<file path="src/rtl/fp_pkg.sv">
`default_nettype none
// ============================================================================
// Package  : fp_pkg
// Brief    : Operand classes and helpers shared by the floating-point units.
// Revision : 1.0
// ============================================================================
package fp_pkg;

    typedef enum logic [1:0] {
        ZERO = 2'd0,
        NORM = 2'd1,
        INF  = 2'd2,
        NAN  = 2'd3
    } fp_class_e;

    // Subnormals (e=0, m!=0) classify as ZERO: the datapath treats them as zero.
    function automatic fp_class_e fp_classify(input logic [31:0] e,
                                              input logic [63:0] m,
                                              input int          exp_w);
        logic [31:0] ones;
        ones = (32'd1 << exp_w) - 32'd1;
        if (e == 32'd0)
            return ZERO;
        else if (e == ones)
            return (m == 64'd0) ? INF : NAN;
        return NORM;
    endfunction

    function automatic int bias(input int exp_w);
        return (1 << (exp_w - 1)) - 1;
    endfunction

    function automatic logic [63:0] fp_qnan_man(input int man_w);
        return 64'd1 << (man_w - 1);
    endfunction

endpackage
`default_nettype wire

</file>
<file path="src/rtl/fp_lzc.sv">
`default_nettype none
// ============================================================================
// Module   : fp_lzc
// Brief    : Leading-zero counter; returns WIDTH for an all-zero input.
// Revision : 1.0
// ============================================================================
module fp_lzc #(
    parameter int WIDTH = 8,
    parameter int CNT_W = $clog2(WIDTH + 1)
) (
    input  logic [WIDTH-1:0] i_data,
    output logic [CNT_W-1:0] o_count
);

    // Later iterations win, so the highest set bit decides the count.
    always_comb begin
        o_count = CNT_W'(WIDTH);
        for (int i = 0; i < WIDTH; i++) begin
            if (i_data[i])
                o_count = CNT_W'(WIDTH - 1 - i);
        end
    end

endmodule
`default_nettype wire

</file>
<file path="src/rtl/fp_add_pipe.sv">
`default_nettype none
// ============================================================================
// Module   : fp_add_pipe
// Brief    : Three-stage pipelined floating-point adder, round-to-nearest-even,
//            DAZ/FTZ, valid/ready handshake with a shared stage enable.
// Revision : 1.0
// ============================================================================
module fp_add_pipe
    import fp_pkg::*;
#(
    parameter int EXP_W = 8,
    parameter int MAN_W = 7
) (
    input  logic             clk,
    input  logic             rst,
    input  logic             valid_i,
    output logic             ready_o,
    input  logic             sa_i,
    input  logic [EXP_W-1:0] ea_i,
    input  logic [MAN_W-1:0] ma_i,
    input  logic             sb_i,
    input  logic [EXP_W-1:0] eb_i,
    input  logic [MAN_W-1:0] mb_i,
    output logic             valid_o,
    input  logic             ready_i,
    output logic             s_o,
    output logic [EXP_W-1:0] e_o,
    output logic [MAN_W-1:0] m_o
);

    localparam int               c_SIG_W     = MAN_W + 4;
    localparam int               c_SUM_W     = MAN_W + 5;
    localparam int               c_LZC_W     = $clog2(c_SIG_W + 1);
    localparam int               c_XE_W      = EXP_W + 2;
    localparam logic [EXP_W-1:0] c_EXP_ONES  = '1;
    localparam logic [63:0]      c_QNAN_WIDE = fp_qnan_man(MAN_W);
    localparam logic [MAN_W-1:0] c_QNAN_MAN  = c_QNAN_WIDE[MAN_W-1:0];

    logic w_adv;
    logic r1_v, r2_v, r3_v;

    assign w_adv   = ready_i | ~r3_v;
    assign ready_o = w_adv;

    // ---------------- stage 1: classify, swap, align ----------------
    fp_class_e            w_cls_a, w_cls_b;
    logic [EXP_W-1:0]     w_ea, w_eb, w_el, w_es, w_diff, w_shamt;
    logic [MAN_W-1:0]     w_ma, w_mb, w_ml, w_ms;
    logic                 w_swap, w_sl, w_ss;
    logic [c_SIG_W-1:0]   w_ext_s, w_sig_s;
    logic [2*c_SIG_W-1:0] w_wide;
    logic                 w_nan, w_inf, w_zz;
    logic                 w_spec_s;
    logic [EXP_W-1:0]     w_spec_e;
    logic [MAN_W-1:0]     w_spec_m;

    always_comb begin
        w_cls_a = fp_classify(32'(ea_i), 64'(ma_i), EXP_W);
        w_cls_b = fp_classify(32'(eb_i), 64'(mb_i), EXP_W);
        w_ea    = (w_cls_a == ZERO) ? '0 : ea_i;
        w_ma    = (w_cls_a == ZERO) ? '0 : ma_i;
        w_eb    = (w_cls_b == ZERO) ? '0 : eb_i;
        w_mb    = (w_cls_b == ZERO) ? '0 : mb_i;
        w_swap  = {w_eb, w_mb} > {w_ea, w_ma};
        w_sl    = w_swap ? sb_i : sa_i;
        w_ss    = w_swap ? sa_i : sb_i;
        w_el    = w_swap ? w_eb : w_ea;
        w_ml    = w_swap ? w_mb : w_ma;
        w_es    = w_swap ? w_ea : w_eb;
        w_ms    = w_swap ? w_ma : w_mb;
        w_diff  = w_el - w_es;
        w_shamt = (w_diff > EXP_W'(c_SIG_W)) ? EXP_W'(c_SIG_W) : w_diff;
        // Lower half of the double-width shift collects everything shifted out.
        w_ext_s = {|w_es, w_ms, 3'b000};
        w_wide  = {w_ext_s, {c_SIG_W{1'b0}}} >> w_shamt;
        w_sig_s = {w_wide[2*c_SIG_W-1:c_SIG_W+1],
                   w_wide[c_SIG_W] | (|w_wide[c_SIG_W-1:0])};

        w_nan = (w_cls_a == NAN) | (w_cls_b == NAN) |
                ((w_cls_a == INF) & (w_cls_b == INF) & (sa_i != sb_i));
        w_inf = (w_cls_a == INF) | (w_cls_b == INF);
        w_zz  = (w_cls_a == ZERO) & (w_cls_b == ZERO);
        if (w_nan) begin
            w_spec_s = 1'b0;
            w_spec_e = c_EXP_ONES;
            w_spec_m = c_QNAN_MAN;
        end else if (w_inf) begin
            w_spec_s = (w_cls_a == INF) ? sa_i : sb_i;
            w_spec_e = c_EXP_ONES;
            w_spec_m = '0;
        end else begin
            w_spec_s = sa_i & sb_i;
            w_spec_e = '0;
            w_spec_m = '0;
        end
    end

    logic               r1_spec, r1_ss, r1_sign, r1_sub;
    logic [EXP_W-1:0]   r1_se, r1_exp;
    logic [MAN_W-1:0]   r1_sm;
    logic [c_SIG_W-1:0] r1_sig_l, r1_sig_s;

    // ---------------- stage 2: add / subtract, leading zeros ----------------
    logic [c_SUM_W-1:0] w_sum;
    logic [c_LZC_W-1:0] w_lzc;

    assign w_sum = r1_sub ? ({1'b0, r1_sig_l} - {1'b0, r1_sig_s})
                          : ({1'b0, r1_sig_l} + {1'b0, r1_sig_s});

    fp_lzc #(
        .WIDTH (c_SIG_W),
        .CNT_W (c_LZC_W)
    ) u_lzc (
        .i_data  (w_sum[c_SIG_W-1:0]),
        .o_count (w_lzc)
    );

    logic               r2_spec, r2_ss, r2_sign;
    logic [EXP_W-1:0]   r2_se, r2_exp;
    logic [MAN_W-1:0]   r2_sm;
    logic [c_SUM_W-1:0] r2_sum;
    logic [c_LZC_W-1:0] r2_lzc;

    // ---------------- stage 3: normalise, round, range ----------------
    logic [c_SIG_W-1:0] w_norm;
    logic [c_XE_W-1:0]  w_xe, w_xe_rnd;
    logic               w_rup;
    logic [MAN_W:0]     w_rnd;
    logic               w_s3;
    logic [EXP_W-1:0]   w_e3;
    logic [MAN_W-1:0]   w_m3;

    always_comb begin
        if (r2_sum[c_SUM_W-1]) begin
            w_norm = {r2_sum[c_SUM_W-1:2], |r2_sum[1:0]};
            w_xe   = {2'b00, r2_exp} + c_XE_W'(1);
        end else begin
            w_norm = r2_sum[c_SIG_W-1:0] << r2_lzc;
            w_xe   = {2'b00, r2_exp} - c_XE_W'(r2_lzc);
        end
        w_rup    = w_norm[2] & (w_norm[3] | w_norm[1] | w_norm[0]);
        w_rnd    = {1'b0, w_norm[c_SIG_W-2:3]} + (MAN_W + 1)'(w_rup);
        w_xe_rnd = w_rnd[MAN_W] ? (w_xe + c_XE_W'(1)) : w_xe;

        w_s3 = r2_sign;
        w_e3 = w_xe_rnd[EXP_W-1:0];
        w_m3 = w_rnd[MAN_W-1:0];
        // A clear hidden bit after normalisation means the sum was exactly zero.
        if (r2_spec) begin
            w_s3 = r2_ss;
            w_e3 = r2_se;
            w_m3 = r2_sm;
        end else if (!w_norm[c_SIG_W-1]) begin
            w_s3 = 1'b0;
            w_e3 = '0;
            w_m3 = '0;
        end else if (w_xe_rnd[c_XE_W-1] || (w_xe_rnd == '0)) begin
            w_e3 = '0;
            w_m3 = '0;
        end else if (w_xe_rnd >= {2'b00, c_EXP_ONES}) begin
            w_e3 = c_EXP_ONES;
            w_m3 = '0;
        end
    end

    logic             r3_s;
    logic [EXP_W-1:0] r3_e;
    logic [MAN_W-1:0] r3_m;

    // ---------------- stage registers ----------------
    always_ff @(posedge clk or posedge rst) begin
        if (rst) begin
            r1_v <= 1'b0;
            r2_v <= 1'b0;
            r3_v <= 1'b0;
        end else if (w_adv) begin
            r1_v <= valid_i;
            r2_v <= r1_v;
            r3_v <= r2_v;
        end
    end

    always_ff @(posedge clk) begin
        if (w_adv) begin
            r1_spec  <= w_nan | w_inf | w_zz;
            r1_ss    <= w_spec_s;
            r1_se    <= w_spec_e;
            r1_sm    <= w_spec_m;
            r1_sign  <= w_sl;
            r1_sub   <= w_sl ^ w_ss;
            r1_exp   <= w_el;
            r1_sig_l <= {|w_el, w_ml, 3'b000};
            r1_sig_s <= w_sig_s;

            r2_spec  <= r1_spec;
            r2_ss    <= r1_ss;
            r2_se    <= r1_se;
            r2_sm    <= r1_sm;
            r2_sign  <= r1_sign;
            r2_exp   <= r1_exp;
            r2_sum   <= w_sum;
            r2_lzc   <= w_lzc;

            r3_s     <= w_s3;
            r3_e     <= w_e3;
            r3_m     <= w_m3;
        end
    end

    assign valid_o = r3_v;
    assign s_o     = r3_v & r3_s;
    assign e_o     = {EXP_W{r3_v}} & r3_e;
    assign m_o     = {MAN_W{r3_v}} & r3_m;

endmodule
`default_nettype wire
</file>
<file path="config.mk">
export PLATFORM = sky130hd
export DESIGN_NAME = fp_add_pipe
export DESIGN_NICKNAME = d
export VERILOG_FILES = /design/src/rtl/fp_pkg.sv /design/src/rtl/fp_lzc.sv /design/src/rtl/fp_add_pipe.sv
export SDC_FILE = /design/constraint.sdc
export NUM_CORES = 1
export LEC_CHECK = 0
export CAP_MARGIN = 40
export CORE_MARGIN = 4
export CORE_UTILIZATION = 54
export CTS_BUF_LIST = sky130_fd_sc_hd__clkbuf_16
export CTS_CLUSTER_SIZE = 30
export DETAILED_ROUTE_END_ITERATION = 8
export GPL_ROUTABILITY_DRIVEN = 0
export PLACE_DENSITY_LB_ADDON = 0.05
export SETUP_SLACK_MARGIN = 0.05
export SYNTH_ARGS = -nofsm -noshare
export SYNTH_HDL_FRONTEND = slang
export SYNTH_SLANG_ARGS = --single-unit
</file>
<file path="constraint.sdc">
create_clock -name clk -period 4.5 [get_ports clk]
set_input_delay 0.675 -clock clk [delete_from_list [all_inputs] [get_ports clk]]
set_output_delay 0.675 -clock clk [all_outputs]
set_load 0.005 [all_outputs]
</file>
==> results.yml <==
clocking:
  clock_path_buffers: 2
  numCtsBuffers: 9
  cts_tree: "done"
  cts-hold-fix-buffers: 0
  clockRootBuffer: "clkbuf_16"
  path_clk_slew_ns: 0.05
  ctsHtreeMaxLevel: 3
  clkLatencyLatePin_ns: 0.34
  cts_sinks: 81
timing:
  worst_slack_ns: -0.803
  drv_slew: 0
  finalClockSkew_ns: 0.00595
  fin_crit_sh_pct: 118
  fin_setup_tns_ns: -6.42
  hold_ws_ns: 0.416
  fin_crit_ns: 5.30
  finalHoldViolations: 0
  fmax_mhz: 189
  setup_viol: 11
  rsz0062_at_grt: "true"
  tightest_slew_ns: 0.823
  slew_headroom_pct: 44.6
place:
  postPlaceCellArea_mm2: 0.00806
  placed_cells_incl_taps: 985
  dpl.hpwl_um: 13300
  dp_slack_ns: -1.48
  portBuffers: 53
power:
  switching_share_pct: 37.3
  p_sw_mw: 1.54
  p_clk_share_pct: 16.8
  p_leak_nw: 3.66
  total_power_mw: 4.11
  power_density_mw_per_mm2: 472
  ir_drop_v: 0.000261
  p_int_mw: 2.58
  p_seq_share_pct: 31.8
  combPwrFrac_pct: 51.4
setup_path:
  required_ns: 4.70
  reg2reg_setup_slack_ns: 0.32
  crit_start: "eb_i[2]"
  path_depth: 20
  cp_slowest_cell: "or4_4"
  reg2regPathDepth: 15
  startpoint_type: "input port"
  end_kind: "flip-flop"
  cp.buffers_inverters: 3
  path_cells: "buf_6 > or4_4 > or2_4 > buf_6 > and2_4 > ha_4 > nand3_2 > or4_4 > o21ai_4 > mux2i_2 > ha_2 > a211oi_2 > o22ai_2 > a211o_1 > a211oi_4 > buf_4 > mux2_4 > or2_4 > a41o_1 > nand3_1"
  crit_fanout: 8
  worstPathArrival_ns: 5.50
  reg2reg_from: "r2_lzc[0]$_SDFFCE_PP0P_"
  crit_path_max_incr_delay_ns: 0.58
  r2r-end: "r3_m[6]$_DFFE_PP_"
  endpoint: "r1_sig_s[0]$_DFFE_PP_"
  crit_type: "in2reg"
  cp_top_family: "simple AND/OR/NAND/NOR gates"
logic_synthesis:
  synth_edf_count: 78
  yosys_warnings: 0
  synth_area_mm2: 0.00652
  async_flop_share_pct: 3.70
  synth_xor_area_share_pct: 5.11
  synth_top_family_by_area: "simple AND/OR/NAND/NOR gates"
  synth_compound_area_share_pct: 17.6
  syn_nets: 786
  avgSynthCellArea_um2: 9.19
  synthMuxAreaShare_pct: 8.23
  synth-seq-cells: 81
  synthFlopType: "edfxtp_1"
  synth_adder_area_share_pct: 8.10
  yosysSeqAreaShare_pct: 37.1
  yosysUniqueCellTypes: 71
  syn-instance-count: 709
  synthSimpleGateAreaFrac_pct: 19.3
floorplan:
  initial_core_util_pct: 56.1
  die_h_um: 118
  core_mm2: 0.0116
  die_x_um: 118
  rows: 39
  die_area_mm2: 0.0139
  io_pins: 54
layout:
  final_nets: 962
  layout_commonest_cell: "buf_4"
  finalNonFillerCells: 1032
  multiInputGateArea_mm2: 0.00407
  area.sequential_mm2: 0.00242
  drive_above_1_share_pct: 28.0
  design_area_mm2: 0.00872
  n_fill_cell: 833
  area_growth_pct: 33.7
  layout_common_cells: "138 x buf_4, 78 x edfxtp_1, 68 x nand2_1"
  final_util_pct: 75.1
  diodes: 0
grt:
  grt_max_degree: 64
  track_usage_pct: 24.7
  grt_pass1_vias: 6024
  grt_pass1_wl_um: 28200
  grt_antenna_before_repair: 0
  overflow: 0
detailed_routing:
  viasPerCell: 5.92
  ant_nets: 0
  drc_errors: 0
  drtIter0Drc: 373
  drtPass1Iterations: 5
  drt-total-wl_um: 17500
  wire_per_inst_um: 16.9
  vias: 6107
run_status:
  status: "finished with violations"
  failed_checks: "negative setup slack"
worst_hold_path:
  hold_class: "reg2reg"
flow_run:
  maxCapViolCount: 0
## state kept, by name (all words and copies together) (netlist names), 4 cells and up
signal    flops
r2_sum       12
r1_sig_s     11
r1_exp        8
r1_sig_l      8
r2_exp        8
r3_e          8
r3_m          7
r2_lzc        4
## area by class of cell
| class | instances | share of cell area [%] |
|---|---|---|
| Clock inverter | 6 | 0.588 |
| Inverter | 45 | 1.94 |
| Sequential cell | 81 | 27.7 |
| Multi-Input combinational cell | 552 | 46.6 |
| Timing Repair Buffer | 196 | 18.5 |
| Tap cell | 143 | 2.05 |
| Clock buffer | 9 | 2.58 |
## logic make-up after synthesis
kind of cell | Yosys count
flops | 81
xor+xnor | 38
fa+ha+maj | 41
mux | 48
simple gates | 254
buf+inv | 76
compound gates | 171
## timing repair
| item | 4_1_cts | 5_1_grt |
|---|---|---|
| pin swaps | 33 | 18 |
| setup buffers | 17 | 17 |
| endpoints found under the setup margin | 11 | 26 |
| gates resized for setup | 81 | 19 |
## layer usage
metal / vias to the layer above / wire, um / track usage [%]
met1: 2895 / 7060 / 27.6
met2: 212 / 8900 / 44.7
met4: 0 / 784 / 13.6
met5: - / 0 / 0
li1: 2941 / - / -
met3: 59 / 723 / 3.99
## worst min path at each step
| stage | start | end | cells after the start |
|---|---|---|---|
| finish | r1_exp[6]$_DFFE_PP_ | r2_exp[6]$_DFFE_PP_ | 0 |
| global route | r1_exp[6]$_DFFE_PP_ | r2_exp[6]$_DFFE_PP_ | 0 |
| CTS | r1_exp[6]$_DFFE_PP_ | r2_exp[6]$_DFFE_PP_ | 0 |
| detailed placement | r1_exp[6]$_DFFE_PP_ | r2_exp[6]$_DFFE_PP_ | 0 |
| global placement | r1_exp[6]$_DFFE_PP_ | r2_exp[6]$_DFFE_PP_ | 0 |
| floorplan | r1_exp[0]$_DFFE_PP_ | r2_exp[0]$_DFFE_PP_ | 0 |
## synthesized netlist by cell type, drive strengths merged (3+ instances only)
cell / number / area [um2]
a211o: 3 / 26.3
a211oi: 3 / 40.0
a21o: 11 / 82.6
a21oi: 29 / 145
a22o: 4 / 35.0
a22oi: 4 / 30.0
a31oi: 11 / 68.8
a41oi: 3 / 26.3
and2: 24 / 150
and3: 6 / 37.5
and4: 3 / 26.3
buf: 5 / 27.5
clkbuf: 26 / 97.6
dfrtp: 3 / 75.1
edfxtp: 78 / 2340
ha: 39 / 488
inv: 43 / 161
mux2: 15 / 169
mux2i: 30 / 300
mux4: 3 / 67.6
nand2: 73 / 274
nand2b: 9 / 56.3
nand3: 15 / 75.1
nand4: 9 / 56.3
nor2: 69 / 259
nor2b: 9 / 56.3
nor3: 8 / 56.3
nor3b: 3 / 22.5
nor4: 9 / 56.3
o211ai: 8 / 60.1
o21a: 5 / 37.5
o21ai: 58 / 313
o21bai: 3 / 22.5
o22ai: 4 / 25.0
o31ai: 7 / 57.6
or2: 4 / 25.0
or4: 7 / 60.1
xnor2: 22 / 193
xor2: 16 / 140
## power by group through the flow
stage | Combinational (mW) | Clock [mW] | Sequential (mW)
after floorplan | 1.39 | 0 | 1.24
after global placement | 1.84 | 0 | 1.34
after detailed placement | 1.92 | 0 | 1.35
after CTS | 1.96 | 0.704 | 1.34
after global routing | 2.33 | 0.737 | 1.33
final | 2.12 | 0.689 | 1.31
Power figures use the tool's default switching activity.
